===== src/rtl/control_unit.sv =====
// control_unit: hardwired fetch/decode/execute sequencer for the 16-bit IR,
// 32-bit register file datapath. Outputs decode combinationally from the
// timing state and the registered IR.
// Build option: define CU_ILLEGAL_TRAP_EN to trap undefined opcodes into HALT;
// otherwise they retire as NOP.
module control_unit (
    input  logic        clock,
    input  logic        reset,
    input  logic [15:0] IROut,
    input  logic        Z,
    output logic [1:0]  MuxASel,
    output logic [1:0]  MuxBSel,
    output logic [1:0]  MuxCSel,
    output logic        MuxDSel,
    output logic [3:0]  RFRegSel,
    output logic [3:0]  RFScrSel,
    output logic [2:0]  RFFunSel,
    output logic [2:0]  RFOutASel,
    output logic [2:0]  RFOutBSel,
    output logic [4:0]  ALUFunSel,
    output logic [2:0]  ARFRegSel,
    output logic [1:0]  ARFFunSel,
    output logic [1:0]  ARFOutCSel,
    output logic [1:0]  ARFOutDSel,
    output logic        DREnable,
    output logic [1:0]  DRFunSel,
    output logic        MemCS,
    output logic        MemWR,
    output logic        IRHighSel,
    output logic        IRWrite,
    output logic        Halted,
    output logic        InstrDone
);

    typedef enum logic [2:0] {
        RST_CLR, F0, F1, DEC, E0, E1, E2, HALT
    } state_t;

    localparam logic [5:0] OP_NOP = 6'h00;
    localparam logic [5:0] OP_BRA = 6'h01;
    localparam logic [5:0] OP_BNE = 6'h02;
    localparam logic [5:0] OP_LDI = 6'h03;
    localparam logic [5:0] OP_LD  = 6'h04;
    localparam logic [5:0] OP_ST  = 6'h05;
    localparam logic [5:0] OP_ADD = 6'h06;
    localparam logic [5:0] OP_SUB = 6'h07;
    localparam logic [5:0] OP_AND = 6'h08;
    localparam logic [5:0] OP_HLT = 6'h3F;

    localparam logic [4:0] ALU_PASS = 5'b10000;
    localparam logic [4:0] ALU_ADD  = 5'b10100;
    localparam logic [4:0] ALU_SUB  = 5'b10110;
    localparam logic [4:0] ALU_AND  = 5'b10111;

    state_t     state;
    state_t     state_next;
    logic [5:0] opcode;
    logic [1:0] rd;
    logic [1:0] rs;
    logic [3:0] rd_onehot;

    assign opcode    = IROut[15:10];
    assign rd        = IROut[9:8];
    assign rs        = IROut[7:6];
    assign rd_onehot = 4'b0001 << rd;

    // State register; reset abandons any instruction in flight
    always_ff @(posedge clock) begin
        if (reset) begin
            state <= RST_CLR;
        end else begin
            state <= state_next;
        end
    end

    // Next-state and control decode from state and IR
    always_comb begin
        state_next = state;
        MuxASel    = 2'b00;
        MuxBSel    = 2'b00;
        MuxCSel    = 2'b00;
        MuxDSel    = 1'b0;
        RFRegSel   = '0;
        RFScrSel   = '0;
        RFFunSel   = 3'b000;
        RFOutASel  = 3'b000;
        RFOutBSel  = 3'b000;
        ALUFunSel  = 5'b00000;
        ARFRegSel  = 3'b000;
        ARFFunSel  = 2'b00;
        ARFOutCSel = 2'b00;
        ARFOutDSel = 2'b00;
        DREnable   = 1'b0;
        DRFunSel   = 2'b00;
        MemCS      = 1'b1;
        MemWR      = 1'b0;
        IRHighSel  = 1'b0;
        IRWrite    = 1'b0;
        Halted     = 1'b0;
        InstrDone  = 1'b0;

        case (state)
            RST_CLR: begin
                ARFRegSel  = 3'b100;
                ARFFunSel  = 2'b11;
                state_next = F0;
            end

            F0, F1: begin
                MemCS      = 1'b0;
                ARFOutDSel = 2'b00;
                IRWrite    = 1'b1;
                IRHighSel  = (state == F1);
                ARFRegSel  = 3'b100;
                ARFFunSel  = 2'b01;
                state_next = (state == F0) ? F1 : DEC;
            end

            DEC: begin
                case (opcode)
                    OP_NOP: begin
                        InstrDone  = 1'b1;
                        state_next = F0;
                    end
                    OP_BRA, OP_BNE, OP_LDI, OP_LD, OP_ST,
                    OP_ADD, OP_SUB, OP_AND: begin
                        state_next = E0;
                    end
                    OP_HLT: begin
                        state_next = HALT;
                    end
                    default: begin
`ifdef CU_ILLEGAL_TRAP_EN
                        state_next = HALT;
`else
                        InstrDone  = 1'b1;
                        state_next = F0;
`endif
                    end
                endcase
            end

            E0: begin
                state_next = F0;
                InstrDone  = 1'b1;
                case (opcode)
                    OP_BRA: begin
                        MuxBSel   = 2'b11;
                        ARFRegSel = 3'b100;
                        ARFFunSel = 2'b10;
                    end
                    OP_BNE: begin
                        if (!Z) begin
                            MuxBSel   = 2'b11;
                            ARFRegSel = 3'b100;
                            ARFFunSel = 2'b10;
                        end
                    end
                    OP_LDI: begin
                        MuxASel  = 2'b11;
                        RFRegSel = rd_onehot;
                        RFFunSel = 3'b010;
                    end
                    OP_LD, OP_ST: begin
                        MuxBSel    = 2'b11;
                        ARFRegSel  = 3'b010;
                        ARFFunSel  = 2'b10;
                        InstrDone  = 1'b0;
                        state_next = E1;
                    end
                    OP_ADD, OP_SUB, OP_AND: begin
                        RFOutASel = {1'b0, rd};
                        RFOutBSel = {1'b0, rs};
                        MuxASel   = 2'b00;
                        RFRegSel  = rd_onehot;
                        RFFunSel  = 3'b010;
                        ALUFunSel = (opcode == OP_ADD) ? ALU_ADD :
                                    (opcode == OP_SUB) ? ALU_SUB : ALU_AND;
                    end
                    default: begin
                    end
                endcase
            end

            E1: begin
                MemCS      = 1'b0;
                ARFOutDSel = 2'b10;
                if (opcode == OP_LD) begin
                    DREnable   = 1'b1;
                    DRFunSel   = 2'b01;
                    state_next = E2;
                end else begin
                    RFOutASel  = {1'b0, rd};
                    ALUFunSel  = ALU_PASS;
                    MuxCSel    = 2'b00;
                    MemWR      = 1'b1;
                    InstrDone  = 1'b1;
                    state_next = F0;
                end
            end

            E2: begin
                MuxASel    = 2'b10;
                RFRegSel   = rd_onehot;
                RFFunSel   = 3'b010;
                InstrDone  = 1'b1;
                state_next = F0;
            end

            HALT: begin
                Halted     = 1'b1;
                state_next = HALT;
            end

            default: begin
                state_next = RST_CLR;
            end
        endcase
    end

endmodule


===== config.mk =====
export PLATFORM = sky130hd
export DESIGN_NAME = control_unit
export DESIGN_NICKNAME = d
export VERILOG_FILES = /design/src/rtl/control_unit.sv
export SDC_FILE = /design/constraint.sdc
export NUM_CORES = 1
export LEC_CHECK = 0
export ABC_AREA = 0
export BUFFER_PORTS_ARGS = -buffer_cell sky130_fd_sc_hd__buf_2
export CORE_ASPECT_RATIO = 1.1
export CORE_MARGIN = 5
export CORE_UTILIZATION = 35
export DETAILED_ROUTE_END_ITERATION = 10
export PLACE_DENSITY = 0.77
export SLEW_MARGIN = 20
export SYNTH_ARGS = -nofsm -noshare
export SYNTH_HDL_FRONTEND = slang
export SYNTH_SLANG_ARGS = --single-unit
export TNS_END_PERCENT = 20

===== constraint.sdc =====
create_clock -name clock -period 1.8 [get_ports clock]
set_clock_uncertainty 0.1 [all_clocks]
set_input_delay 0.09 -clock clock [delete_from_list [all_inputs] [get_ports clock]]
set_output_delay 0.09 -clock clock [all_outputs]
set_load 0.02 [all_outputs]

==> metrics.cfg <==
[global_routing]
track_usage=0.133
grt_pass1_wl_mm=3.20
antenna_found_initial=0
grt_max_degree=13
globalRoute.totalOverflow=0
grt_pass1_vias=755

[logic_synthesis]
synth.yosys.warnings=0
synth.most_common_cell=buf_4
synth_cell_types=42
yosysTopAreaCell=buf_4
synth_seq_area_share=0.0847
syn_inst=102
synth_flop_cell=dfxtp_1
avgSynthCellArea_sq_um=6.96
yosys.area.top_type_share=0.201
netlist_top_cells_count=19 x buf_4, 12 x nor2_1, 5 x and2_1, 5 x nor3_1
synth-seq-cells=3
synth_area_sq_um=709
synth_edf_count=0
synth_area_leaders=buf_4 20%, dfxtp_1 8.5%, nor2_1 6.3%, and2_1 4.4%, a2111oi_4 3.9%
async_flop_share=0

[cells_and_area]
areaGrowthSynthToFinish_pct=44.4
multi_input_area_sq_um=554
regMostFlops=state
drive_above_1_share=0.456
fin_area_sq_um=1020
fillers=207
seqCellArea_sq_um=62.6
largestRegisters=state: 3 flops
diodes=0
largest_register_ffs=3
final_core_util=0.518
instances_no_fill=177
nNetsFinal=169

[placement]
placed_cell_area_sq_um=903
dpl.cell_count=169
hpwl_mm=1.60
gp_congestion=0.790
io_buffers=42

[setup_path]
worstPathArrival_ns=1.64
worst-setup-path-type=reg -> out
r2r_cells=4
critPathTopFamily=simple AND/OR/NAND/NOR gates
rr_endpoint=state[2]$_SDFF_PP0_
cp-start-kind=register
cp_max_fo=5
end_kind=primary output
worst_ep_required_time_ns=1.61
regToRegStartpoint=state[1]$_SDFF_PP0_
crit_chain=or3b_4, a2111oi_4, buf_4, nor2_4, nor2b_4, buf_6
worst-path-stages=6
critPathMaxStageDelay_ns=0.43
rrSetupSlack_ns=0.39
crit_slowest_cell=or3b_4
path_buf_inv=2

[run_status]
outcome=finished, violations left
violations=setup timing

[die]
die_h_microns=57.2
die_w_microns=52.9
start_util=0.359
io_pins=66
die-area_sq_um=3030
num_rows=17
core_area_sq_um=1980

[drt]
drtAntennaViolNets=0
routed_via_density=4.82
vias=853
drc=0
firstDrtPassIters=4
first_iter_violations=10
wl_mm=2.10
routedWlPerCell_microns=11.9

[worst_hold_path]
hold_end=state[1]$_SDFF_PP0_
hp-class=in -> reg
min_from=IROut[10]
whs_path_depth=3

[clock_tree]
cts-root-buf=clkbuf_4
cts-htree-levels=1
tritoncts=done
clock_latency_ns=0.24
clock-sinks=3
cts_inserted_buffers=3
path_clk_slew_ns=0.04
clock_path_buffers=2

[pwr]
powerDensity_nw_per_um2=390
p_leak_nw=0.532
ir_worst_vdd_mv=0.294

[timing]
hold_viol=0
finalCritPeriodShare=1.02
final-max-slew-violation-count=0
setup_viol=5
fin_ws_ns=-0.0350
layout_min_cycle_time_ns=1.83
rsz0062_at_grt=true
fmax_mhz=545

[job]
drv_cap=0

[layer usage]
layer / track usage / vias up / share of wire
met2: 0.241 / 52 / 0.50
met4: 0.0474 / 0 / 0.0038
met5: 0 / - / 0
met1: 0.153 / 375 / 0.40
li1: - / 422 / -
met3: 0.0183 / 4 / 0.099
[cell type report]
class / count / area share
Tap cell: 28 / 0.0342
Sequential cell: 3 / 0.0611
Timing Repair Buffer: 52 / 0.324
Multi-Input combinational cell: 86 / 0.541
Clock buffer: 4 / 0.0256
Inverter: 4 / 0.0147
[per-stage QoR]
| step | setup slack [ns] | hold WS (ns) | power (mW) | TNS [ns] |
|---|---|---|---|---|
| 3_5_place_dp | -0.0188 | 0.233 | 0.267 | -0.0348 |
| 4_1_cts | -0.113 | 0.144 | 0.390 | -0.550 |
| 2_1_floorplan | 0.0183 | 0.0687 | 0.237 | 0 |
| 6_report | -0.0350 | 0.143 | 0.399 | -0.0992 |
| 3_3_place_gp | 0.0299 | 0.226 | 0.263 | 0 |
| 5_1_grt | -0.110 | 0.164 | 0.426 | -0.643 |
[how the worst max path moves through the flow]
| stage | startpoint | end | slack, ns |
|---|---|---|---|
| 5_1_grt | state[1]$_SDFF_PP0_ | RFOutASel[1] | -0.11 |
| 6_report | state[1]$_SDFF_PP0_ | RFOutASel[1] | -0.03 |
| 3_3_place_gp | IROut[12] | RFOutASel[0] | 0.03 |
| 2_1_floorplan | IROut[11] | ALUFunSel[1] | 0.02 |
| 3_5_place_dp | IROut[12] | RFOutASel[1] | -0.02 |
| 4_1_cts | state[0]$_SDFF_PP0_ | RFOutASel[1] | -0.11 |
[tightest hold or removal path, cell delays in order]
cell and delay, ns:
buf_2 0.09, buf_4 0.16, o41ai_1 0.09
[power breakdown]
| part | switching (mW) | internal, mW |
|---|---|---|
| clock network | 0.0431 | 0.0836 |
| registers | 0.00281 | 0.0725 |
| logic | 0.129 | 0.0682 |
[what timing repair did]
action / in CTS / in global routing
pin swaps: 2 / 2
setup buffers: 3 / 0
endpoints found under the hold margin: 1 / 0
hold buffers: 1 / 0
resized for setup: 12 / 9
endpoints found under the setup margin: 6 / 13
[logic make-up (layout without fill, tap and decap cells)]
kind of cell	after synthesis	after routing	synth area share
simple gates	50	50	0.402
mux	1	1	0.0141
compound gates	17	17	0.215
other cells	1	17	0.00529
xor+xnor	1	1	0.0123
flops	3	3	0.0847
buf+inv	29	60	0.266
[cells in the final DEF (no fill, tap or decap), types with 2 or more instances in the layout]
| cell | Yosys | layout |
|---|---|---|
| nor2_1 | 12 | 12 |
| inv_1 | 4 | 4 |
| buf_2 | 1 | 35 |
| buf_4 | 19 | 9 |
| nand3_1 | 2 | 2 |
| nand2_1 | 4 | 4 |
| nor3b_1 | 3 | 2 |
| buf_6 | 1 | 7 |
| o31ai_1 | 2 | 2 |
| and3_1 | 2 | 2 |
| o21bai_1 | 2 | 2 |
| conb_1 | 1 | 17 |
| nand3b_1 | 3 | 3 |
| dfxtp_2 | 0 | 2 |
| nand2b_1 | 2 | 2 |
| nor3_1 | 5 | 5 |
| or4_1 | 2 | 2 |
| and2_1 | 5 | 5 |
| clkbuf_4 | 0 | 3 |
| nor2b_4 | 0 | 2 |
Power figures use the tool's default switching activity.
